## src/rtl/instr_fetch_if.sv

```systemverilog
// Fetch-stage bus bundle: ROM address/data, pipeline control, and IF/ID outputs.
// master = the fetch stage, slave = ROM/decode/hazard environment.
interface instr_fetch_if #(
  parameter int unsigned PC_WIDTH = 16
);
  logic                stall;
  logic                redirect;
  logic [PC_WIDTH-1:0] redirect_pc;
  logic [PC_WIDTH-1:0] pc;
  logic [31:0]         instr_in;
  logic                if_valid;
  logic [31:0]         if_instr;
  logic [PC_WIDTH-1:0] if_pc;
  logic [PC_WIDTH-1:0] if_pc4;
  logic                halted;
  logic [PC_WIDTH-1:0] fault_pc;
  logic [31:0]         fetch_count;

  modport master (
    input  stall, redirect, redirect_pc, instr_in,
    output pc, if_valid, if_instr, if_pc, if_pc4, halted, fault_pc, fetch_count
  );

  modport slave (
    output stall, redirect, redirect_pc, instr_in,
    input  pc, if_valid, if_instr, if_pc, if_pc4, halted, fault_pc, fetch_count
  );
endinterface

```

## src/rtl/instr_fetch.sv

```systemverilog
// Instruction fetch stage: owns the PC, latches ROM data into IF/ID, and
// handles stall, redirect flush and misaligned-target halt.
//   state | meaning
//   BOOT  | one settle cycle after reset, nothing latched
//   RUN   | fetching; redirect > stall > advance
//   HALT  | misaligned redirect seen, frozen until reset
module instr_fetch #(
  parameter int unsigned         PC_WIDTH = 16,
  parameter logic [PC_WIDTH-1:0] RESET_PC = '0,
  parameter logic [31:0]         NOP      = 32'h00000013
) (
  input logic           clk,
  input logic           rst,
  instr_fetch_if.master bus
);

  typedef enum logic [1:0] {
    BOOT = 2'd0,
    RUN  = 2'd1,
    HALT = 2'd2
  } state_t;

  localparam logic [PC_WIDTH-1:0] PC_STEP = PC_WIDTH'(4);

  state_t              state_q, state_d;
  logic [PC_WIDTH-1:0] pc_q, pc_d;
  logic                if_valid_q, if_valid_d;
  logic [31:0]         if_instr_q, if_instr_d;
  logic [PC_WIDTH-1:0] if_pc_q, if_pc_d;
  logic [PC_WIDTH-1:0] if_pc4_q, if_pc4_d;
  logic                halted_q, halted_d;
  logic [PC_WIDTH-1:0] fault_pc_q, fault_pc_d;
  logic [31:0]         fetch_count_q, fetch_count_d;
  logic [PC_WIDTH-1:0] pc_plus4;

  assign pc_plus4 = pc_q + PC_STEP;

  always_ff @(posedge clk or posedge rst) begin
    if (rst) begin
      state_q       <= BOOT;
      pc_q          <= RESET_PC;
      if_valid_q    <= 1'b0;
      if_instr_q    <= NOP;
      if_pc_q       <= '0;
      if_pc4_q      <= '0;
      halted_q      <= 1'b0;
      fault_pc_q    <= '0;
      fetch_count_q <= '0;
    end else begin
      state_q       <= state_d;
      pc_q          <= pc_d;
      if_valid_q    <= if_valid_d;
      if_instr_q    <= if_instr_d;
      if_pc_q       <= if_pc_d;
      if_pc4_q      <= if_pc4_d;
      halted_q      <= halted_d;
      fault_pc_q    <= fault_pc_d;
      fetch_count_q <= fetch_count_d;
    end
  end

  always_comb begin
    state_d       = state_q;
    pc_d          = pc_q;
    if_valid_d    = if_valid_q;
    if_instr_d    = if_instr_q;
    if_pc_d       = if_pc_q;
    if_pc4_d      = if_pc4_q;
    halted_d      = halted_q;
    fault_pc_d    = fault_pc_q;
    fetch_count_d = fetch_count_q;

    case (state_q)
      BOOT: state_d = RUN;
      RUN: begin
        if (bus.redirect) begin
          // Both redirect flavours flush IF/ID; only an aligned target moves the PC.
          if_valid_d = 1'b0;
          if_instr_d = NOP;
          if (bus.redirect_pc[1:0] != 2'b00) begin
            state_d    = HALT;
            halted_d   = 1'b1;
            fault_pc_d = bus.redirect_pc;
          end else begin
            pc_d = bus.redirect_pc;
          end
        end else if (!bus.stall) begin
          if_instr_d    = bus.instr_in;
          if_pc_d       = pc_q;
          if_pc4_d      = pc_plus4;
          if_valid_d    = 1'b1;
          pc_d          = pc_plus4;
          fetch_count_d = fetch_count_q + 32'd1;
        end
      end
      HALT: begin
        if_valid_d = 1'b0;
        halted_d   = 1'b1;
      end
      default: state_d = BOOT;
    endcase
  end

  assign bus.pc          = pc_q;
  assign bus.if_valid    = if_valid_q;
  assign bus.if_instr    = if_instr_q;
  assign bus.if_pc       = if_pc_q;
  assign bus.if_pc4      = if_pc4_q;
  assign bus.halted      = halted_q;
  assign bus.fault_pc    = fault_pc_q;
  assign bus.fetch_count = fetch_count_q;

endmodule

```

## src/flat_wrapper.sv

```systemverilog
// flat-port wrapper written by rule: the top's interface ports become plain ports
module instr_fetch_flat 
#(
  parameter int unsigned         PC_WIDTH = 16,
  parameter logic [PC_WIDTH-1:0] RESET_PC = '0,
  parameter logic [31:0]         NOP      = 32'h00000013
)
  (clk, rst, bus_stall, bus_redirect, bus_redirect_pc, bus_instr_in, bus_pc, bus_if_valid, bus_if_instr, bus_if_pc, bus_if_pc4, bus_halted, bus_fault_pc, bus_fetch_count);
  instr_fetch_if #(.PC_WIDTH(PC_WIDTH)) bus_i ();
  input logic clk;
  input logic rst;
  input wire logic [$bits(bus_i.stall)-1:0] bus_stall;
  input wire logic [$bits(bus_i.redirect)-1:0] bus_redirect;
  input wire logic [$bits(bus_i.redirect_pc)-1:0] bus_redirect_pc;
  input wire logic [$bits(bus_i.instr_in)-1:0] bus_instr_in;
  output wire logic [$bits(bus_i.pc)-1:0] bus_pc;
  output wire logic [$bits(bus_i.if_valid)-1:0] bus_if_valid;
  output wire logic [$bits(bus_i.if_instr)-1:0] bus_if_instr;
  output wire logic [$bits(bus_i.if_pc)-1:0] bus_if_pc;
  output wire logic [$bits(bus_i.if_pc4)-1:0] bus_if_pc4;
  output wire logic [$bits(bus_i.halted)-1:0] bus_halted;
  output wire logic [$bits(bus_i.fault_pc)-1:0] bus_fault_pc;
  output wire logic [$bits(bus_i.fetch_count)-1:0] bus_fetch_count;
  assign bus_i.stall = bus_stall;
  assign bus_i.redirect = bus_redirect;
  assign bus_i.redirect_pc = bus_redirect_pc;
  assign bus_i.instr_in = bus_instr_in;
  assign bus_pc = bus_i.pc;
  assign bus_if_valid = bus_i.if_valid;
  assign bus_if_instr = bus_i.if_instr;
  assign bus_if_pc = bus_i.if_pc;
  assign bus_if_pc4 = bus_i.if_pc4;
  assign bus_halted = bus_i.halted;
  assign bus_fault_pc = bus_i.fault_pc;
  assign bus_fetch_count = bus_i.fetch_count;
  instr_fetch #(.PC_WIDTH(PC_WIDTH), .RESET_PC(RESET_PC), .NOP(NOP)) u_core (.clk(clk), .rst(rst), .bus(bus_i));
endmodule
```

## config.mk

```make
export PLATFORM = sky130hd
export DESIGN_NAME = instr_fetch_flat
export DESIGN_NICKNAME = d
export VERILOG_FILES = /design/src/rtl/instr_fetch_if.sv /design/src/rtl/instr_fetch.sv /design/src/flat_wrapper.sv
export SDC_FILE = /design/constraint.sdc
export NUM_CORES = 1
export LEC_CHECK = 0
export BUFFER_PORTS_ARGS = -buffer_cell sky130_fd_sc_hd__buf_2
export CORE_MARGIN = 8
export CORE_UTILIZATION = 54
export DETAILED_ROUTE_END_ITERATION = 10
export GPL_TIMING_DRIVEN = 1
export PLACE_DENSITY = 0.84
export SYNTH_ARGS = -nofsm -noshare
export SYNTH_HDL_FRONTEND = slang
export SYNTH_SLANG_ARGS = --single-unit
```

## constraint.sdc

```tcl
create_clock -name clk -period 9 [get_ports clk]
set_input_delay 1.8 -clock clk [delete_from_list [all_inputs] [get_ports clk]]
set_output_delay 1.8 -clock clk [all_outputs]
set_load 0.02 [all_outputs]
```

# After elaboration in Yosys (flattened, before gate mapping)
# Index checks and enable logic that the tools add are counted.
# totals
ff_bits,132
latchBits,0
ramBits,0
rom_bits,0
inputBits,52
out_inout_bits,130
wordCells,45
n_memories,0
# classes
n_addsub,2
mul,0
div_mod_pow,0
n_lt_le_gt_ge,0
eq_ne,7
shifts,0
muxes,14
bitwise,3
reduce_logical,10
# ops
cell,n
$mux W32,2
$mux W16,3
$add A32 B1 Y32 const B,1
$add A16 B3 Y16 const B,1
$reduce_and A3 Y1,5
$pmux W2 S3,1
$mux W1,4
$mux W2,2
$ne A2 B1 Y1 const B,2
$ne A2 B2 Y1 const B,2
$pmux W1 S2,2
$reduce_and A2 Y1,2
$reduce_bool A2 Y1,2
$ne A3 B3 Y1 const B,1
$not A1 Y1,3
$eq A2 B1 Y1 const B,1
$eq A2 B2 Y1 const B,1
$logic_not A2 Y1,1

# Logic depth before layout (Yosys ltp)
# Gate-level depths: netlist of the first run.
# depth
word_depth,4
ltp_mapped,8
mapped_depth_nobuf,7

# Least setup slack after synthesis of the first run
# No wires, ideal clock.
# synth_path
path_kind,in2reg
from,input port bus_redirect
to,"register u_core.fetch_count_q[31], in the netlist u_core.bus.fetch_count[31]"
setup_time_ps,79
arrival_time_ps,3045
t_required_ps,8921
path_slack_ps,5876
cell_stages,7
path_buffers,2
path_cell_list,buf_2 -> nor3b_4 -> and4_1 -> buf_2 -> nand4_4 -> nor3_2 -> xor2_1
# synth_between
elab_chain_cells,2
# synth_lines
element,line_no,source
start: declaration,flat_wrapper.sv:13,input wire logic [$bits(bus_i.redirect)-1:0] bus_redirect;
$not A1 Y1 (no source line),-,
$reduce_and A3 Y1 (no source line),-,
end signal: assignment,instr_fetch.sv:58,fetch_count_q <= fetch_count_d;
end: declaration,instr_fetch.sv:33,"logic [31:0] fetch_count_q, fetch_count_d;"
# Every way passes these cells.
# A chain may end at the register's enable or synchronous reset.

# Worst setup path in the final report of the first run
# Same ends and word-level chain as after synthesis.

==> flow_summary.yaml, run 1 <==
run_status:
  status: "finished, final reports clean"
pwr:
  clockPowerShare: 0.277
  p_sw_w: 0.000966
  p_comb_frac: 0.343
  swShare: 0.380
  peakVddDrop_mv: 0.192
  p_per_area_nw_per_um2: 358
  p_seq_frac: 0.379
  p_total_w: 0.00254
  total_leakage_power_nw: 3.65
  intPower_w: 0.00158
clock_network:
  cts_setup_buffers: 0
  cts_buffers: 17
  h-tree-depth: 4
  holdBufCountCts: 0
  cts.path.max_buffers: 2
  cts-root-buf: "clkbuf_8"
  cts-resized-gates: 0
  clk_pin_slew_ps: 60
  insertion_delay_ps: 510
  cts_tree: "done"
  cts.sink_count: 130
detailed_routing:
  drc: 0
  num_vias: 4446
  wirelength_mm: 14.3
  viasPerCell: 5.33
  ant_nets: 0
  wire_per_inst_um: 17.1
  drtIter0Drc: 293
  first_pass_iters: 5
worst_setup_path:
  cp-startpoint: "bus_redirect"
  crit_end: "u_core.bus.fetch_count[31]"
  required_ps: 9430
  r2r-start: "u_core.state_q[1]"
  crit_path_end_kind: "register"
  crit_path_start_kind: "input pin"
  reg2reg_depth: 8
  cp_data_arrival_time_ps: 3980
  worst-path-max-fanout: 70
  reg2reg_slack_ps: 6150
  worst-setup-path-type: "input pin to register"
  rr_endpoint: "u_core.bus.fetch_count[31]"
min_path:
  hold_path.class: "register to register"
synth:
  synth_top_area_share: 0.574
  synth-seq-cells: 130
  synth_top_family_by_area: "simple AND/OR/NAND/NOR gates"
  synth_cells: 514
  synth_edf_count: 0
  synthSimpleGateAreaFrac: 0.164
  synthArstFlopShare: 1.00
  synthAdderAreaFrac: 0.0113
  yosys_warnings: 0
  synthFlopType: "dfrtp_1"
  synth_area_um2: 5540
  netlist_top_cells_area: "dfrtp_1 (57%), nand2_1 (6.2%), a22o_1 (4.6%), xnor2_1 (3.6%), xor2_1 (3.0%)"
  post_synth.cell_area_avg_um2: 10.8
  synthMuxAreaShare: 0.0303
  ys_seq_area_frac: 0.588
  yosysUniqueCellTypes: 45
  yosysTopAreaCell: "dfrtp_1"
  post_synth_xor_area_fraction: 0.0665
  syn_nets: 571
  synth-compound-area-share: 0.106
timing:
  drv_slew: 0
  worst_slack_ps: 5450
  slew_headroom: 0.159
  setup_viol: 0
  hold_violations: 0
  finClkSkew_ps: 7.26
  post-route-period-util: 0.395
  fin_tns_setup_ps: 0
  fmax_mhz: 281
  rsz0062_at_grt: "no"
  min_period_ps: 3550
  tightestPinTransition_ps: 1260
floorplan:
  num_rows: 37
  die_w_um: 117
  core_area_um2: 10100
  start_util: 0.546
  fp.dieArea_um2: 13700
  ioPinCount: 182
  die-height_um: 117
global_route:
  grt_max_degree: 76
  grt_pass1_vias: 4532
  grtUsageTotal: 0.211
  grt_pass1_wl_mm: 22.3
  antenna_found_initial: 0
  grt_remaining_overflow: 0
job:
  cap_violations: 0
layout:
  nNetsFinal: 742
  area_growth_pct: 28.2
  diodes: 0
  final_util: 0.700
  layout-drive-gt1-share: 0.341
  final_area_um2: 7100
  nFillCells: 715
placed_design:
  gp_congestion: 0.831
  numPortBuffers: 181
  place_ws_ps: 4930
  dp_hpwl_mm: 10.3
  placed_cell_area_um2: 6490
==> critical path, cell delays in order <==
cell     delay, ps
buf_2          280
nor3b_4        250
buf_4          590
and4_1         480
nand4_4        170
nor3_2         220
xor2_1         160
==> power groups by stage <==
| stage | combinational, W | clock (W) | sequential [W] |
|---|---|---|---|
| 6_report | 0.000873 | 0.000704 | 0.000964 |
| 5_1_grt | 0.000943 | 0.000743 | 0.000991 |
| 4_1_cts | 0.000884 | 0.000718 | 0.000961 |
| 3_5_place_dp | 0.000877 | 0 | 0.000969 |
| 3_3_place_gp | 0.000856 | 0 | 0.000957 |
| 2_1_floorplan | 0.000330 | 0 | 0.00118 |
==> cells in the final DEF (no fill, tap or decap), types with 2 or more instances in the layout <==
| master | netlist | routed |
|---|---|---|
| o211ai_1 | 2 | 2 |
| or3_1 | 4 | 4 |
| clkbuf_8 | 0 | 3 |
| nand4_1 | 12 | 12 |
| a21oi_1 | 15 | 15 |
| xnor2_1 | 23 | 23 |
| mux2_2 | 14 | 14 |
| nor3_2 | 2 | 2 |
| nand3_1 | 24 | 24 |
| a22oi_1 | 4 | 4 |
| clkinv_2 | 0 | 3 |
| clkbuf_1 | 18 | 3 |
| ha_1 | 5 | 5 |
| buf_4 | 5 | 2 |
| clkbuf_16 | 0 | 16 |
| dfrtp_1 | 127 | 127 |
| nor2b_1 | 2 | 2 |
| nand2_1 | 91 | 91 |
| o22a_1 | 3 | 3 |
| a31oi_1 | 2 | 2 |
| inv_1 | 11 | 10 |
| xor2_1 | 19 | 19 |
| nor2_1 | 38 | 38 |
| buf_2 | 5 | 181 |
| dfstp_2 | 3 | 3 |
| clkinvlp_4 | 0 | 3 |
| o21ai_0 | 24 | 24 |
| nor3_1 | 7 | 7 |
| and3_1 | 4 | 4 |
| a22o_1 | 29 | 29 |
| bufinv_16 | 0 | 4 |
==> stage by stage <==
stage,hold WS [ps],instances
floorplan,454,514
global placement,441,802
detailed placement,451,802
CTS,468,834
global route,493,834
finish,463,834
==> worst min path at each step <==
stage / endpoint / cells past startpoint / startpoint / slack (ps)
after floorplan: u_core.bus.if_pc[0] / 2 / u_core.bus.pc[0] / 450
after global placement: u_core.bus.halted / 1 / u_core.bus.halted / 440
after detailed placement: u_core.bus.halted / 1 / u_core.bus.halted / 450
after CTS: u_core.bus.halted / 1 / u_core.bus.halted / 470
after global routing: u_core.bus.halted / 1 / u_core.bus.halted / 490
final: u_core.bus.halted / 1 / u_core.bus.halted / 460
==> area by class of cell <==
| cell class | count | area (um^2) | area share |
|---|---|---|---|
| tap | 136 | 170 | 0.0240 |
| timing repair buffer | 183 | 921 | 0.130 |
| inverter | 11 | 43.8 | 0.00617 |
| multi-input combinational | 342 | 2100 | 0.295 |
| sequential | 130 | 3260 | 0.459 |
| clock inverter | 10 | 158 | 0.0222 |
| clock buffer | 22 | 453 | 0.0638 |
==> sequential cells by signal, indices dropped and copies added, names as in the netlist <==
name,flops
u_core.state_q,2
u_core.bus.halted,1
u_core.bus.if_instr,32
u_core.bus.fault_pc,16
u_core.bus.if_pc4,14
u_core.bus.fetch_count,32
u_core.bus.if_valid,1
u_core.bus.if_pc,16
u_core.bus.pc,16
==> layer usage <==
| metal | routed length (um) | vias up | track usage |
|---|---|---|---|
| met5 | 0 | - | 0 |
| met4 | 121 | 0 | 0.0862 |
| met3 | 1290 | 12 | 0.0754 |
| met1 | 5680 | 2153 | 0.255 |
| li1 | - | 2111 | - |
| met2 | 7170 | 170 | 0.339 |
==> cells in the mapped netlist (all sizes together), types with 4 or more instances <==
master and n:
dfrtp 127, nand2 91, nor2 38, a22o 29, nand3 25, o21ai 24, xnor2 23, xor2 19
clkbuf 18, a21oi 15, mux2 14, buf 13, nand4 13, inv 11, nor3 9, ha 5
a22oi 4, and3 4, or3 4
==> cells by family (layout without fill, tap and decap cells) <==
group,after synthesis,count (layout)
xor+xnor,42,42
simple gates,194,194
flops,130,130
buf+inv,42,226
compound gates,86,86
mux,15,15
fa+ha+maj,5,5
Note: power is estimated with default switching activity, not from simulation.
==> inputs of run 2 (changes only) <==
--- a/config.mk
+++ b/config.mk
@@ -7,10 +7,10 @@
 export LEC_CHECK = 0
 export BUFFER_PORTS_ARGS = -buffer_cell sky130_fd_sc_hd__buf_2
 export CORE_MARGIN = 8
-export CORE_UTILIZATION = 54
+export CORE_UTILIZATION = 51
 export DETAILED_ROUTE_END_ITERATION = 10
 export GPL_TIMING_DRIVEN = 1
-export PLACE_DENSITY = 0.84
+export PLACE_DENSITY = 0.8
 export SYNTH_ARGS = -nofsm -noshare
 export SYNTH_HDL_FRONTEND = slang
 export SYNTH_SLANG_ARGS = --single-unit
==> constraint.sdc (replaced) <==
create_clock -name clk -period 3.6 [get_ports clk]
set_input_delay 0.72 -clock clk [delete_from_list [all_inputs] [get_ports clk]]
set_output_delay 0.72 -clock clk [all_outputs]
set_load 0.02 [all_outputs]
==> flow_summary.yaml, run 2 (synthesis results as in run 1) <==
worst_setup_path:
  rr_endpoint: "u_core.bus.fetch_count[7]"
  reg2reg_depth: 7
  crit_chain: "inv_1 > ha_1 > nor3b_4 > buf_4 > nand4_1 > nor2_1 > xor2_1"
  crit_path_end_kind: "register"
  reg2reg_slack_ps: 1100
  required_ps: 4030
  r2r-start: "u_core.state_q[1]"
  critPathSlowestCell: "buf_4"
  cp_data_arrival_time_ps: 2930
  worst-setup-path-type: "register to register"
  worst-path-max-fanout: 68
  crit_path_start_kind: "register"
  crit_path_max_incr_delay_ps: 630
global_route:
  grt_max_degree: 69
  antenna_found_initial: 0
  grtUsageTotal: 0.210
  grt_pass1_wl_mm: 24.2
  grt_pass1_vias: 4853
  grt_remaining_overflow: 0
pwr:
  p_sw_w: 0.00241
  p_per_area_nw_per_um2: 880
  total_leakage_power_nw: 3.65
  p_comb_frac: 0.350
  clockPowerShare: 0.265
  swShare: 0.385
  intPower_w: 0.00384
  p_seq_frac: 0.386
  p_total_w: 0.00625
  peakVddDrop_mv: 0.464
min_path:
  min_path_cells: 2
  hold_path.class: "input pin to register"
  min-delay-start: "bus_instr_in[23]"
  hold_path_end: "u_core.bus.if_instr[23]"
placed_design:
  numPortBuffers: 181
  dpl.cell_count: 808
  dp_hpwl_mm: 10.8
  gp_congestion: 0.861
timing:
  post-route-period-util: 0.696
  hold-worst-slack_ps: 422
  fmax_mhz: 399
  tightestPinTransition_ps: 1230
  rsz0062_at_grt: "no"
  fin_tns_setup_ps: 0
  hold_violations: 0
  finClkSkew_ps: 7.33
  slew_headroom: 0.176
  setup_viol: 0
  min_period_ps: 2500
  drv_slew: 0
detailed_routing:
  viasPerCell: 5.39
  first_pass_iters: 5
  drc: 0
  wire_per_inst_um: 17.5
  num_vias: 4524
  ant_nets: 0
  drtIter0Drc: 370
  wirelength_mm: 14.7
clock_network:
  cts.path.max_buffers: 2
  cts-root-buf: "clkbuf_8"
  clk_pin_slew_ps: 60
  holdBufCountCts: 0
  h-tree-depth: 4
  insertion_delay_ps: 520
  cts_buffers: 17
  cts-resized-gates: 0
  cts.sink_count: 130
  cts_tree: "done"
  cts_setup_buffers: 0
layout:
  layout-drive-gt1-share: 0.344
  layoutNonFillerInstCount: 840
  diodes: 0
  layout_commonest_cell: "buf_2"
  nFillCells: 829
  multi_input_area_um2: 2100
  final_cell_mix: "buf_2 (181), dfrtp_1 (127), nand2_1 (91)"
  nNetsFinal: 744
  seqCellArea_um2: 3260
  area_growth_pct: 28.3
  final_util: 0.664
floorplan:
  start_util: 0.517
  fp.dieArea_um2: 14400
  num_rows: 38
  ioPinCount: 182
  die-height_um: 120
  die_w_um: 120
  core_area_um2: 10700
run_status:
  status: "finished, final reports clean"
job:
  cap_violations: 0
## run 2: changes by cell type in the layout (fill, tap and decap cells not counted), sizes merged
| cell | delta |
|---|---|
| buf | +2 |
| inv | -1 |
| clkinv | +1 |
| clkinvlp | +1 |
| bufinv | -2 |
| clkbuf | +1 |
## run 2: how the worst max path moves through the flow
stage / startpoint / endpoint / slack [ps] / cells past startpoint
2_1_floorplan: rst / u_core.bus.fault_pc[0] / 1270 / 1
3_3_place_gp: bus_redirect / u_core.bus.pc[2] / 950 / 5
3_5_place_dp: bus_redirect / u_core.bus.pc[2] / 890 / 5
4_1_cts: u_core.state_q[1] / u_core.bus.fetch_count[7] / 1100 / 7
5_1_grt: u_core.state_q[1] / u_core.bus.fetch_count[7] / 900 / 7
6_report: u_core.state_q[1] / u_core.bus.fetch_count[7] / 1100 / 7
## run 2: final cells by class
cell class / instances / area share
clock buffers: 23 / 0.0671
clock inverters: 9 / 0.0150
inverters: 11 / 0.00634
multi-input cells: 342 / 0.295
flip-flops and latches: 130 / 0.458
well taps: 140 / 0.0247
repair buffers: 185 / 0.133
## run 2: routing by layer
metal / share of wire / GRT usage
met4: 0.024 / 0.0812
met1: 0.40 / 0.239
met3: 0.086 / 0.0834
met5: 0 / 0
met2: 0.49 / 0.350
## run 2: critical path, delay by kind of cell, from the launching register on
family / cells / cell delay (ps)
DFF: 1 / 400
and+or+nand+nor: 3 / 740
buffers and inverters: 2 / 720
xor gates and xnor gates: 1 / 170
adders and majority gates: 1 / 370
## run 2: per-stage QoR
| step | worst slack, ps | cell area (um^2) |
|---|---|---|
| final | 1100 | 7100 |
| after global routing | 901 | 7100 |
| after CTS | 1100 | 7100 |
| after detailed placement | 894 | 6520 |
| after global placement | 955 | 6520 |
| after floorplan | 1270 | 5540 |
## run 2: power by group through the flow
| stage | clock [W] | combinational [W] | sequential [W] |
|---|---|---|---|
| after global placement | 0 | 0.00215 | 0.00239 |
| final | 0.00165 | 0.00218 | 0.00241 |
| after floorplan | 0 | 0.000824 | 0.00295 |
| after CTS | 0.00169 | 0.00222 | 0.00240 |
| after global routing | 0.00175 | 0.00237 | 0.00248 |
| after detailed placement | 0 | 0.00220 | 0.00242 |
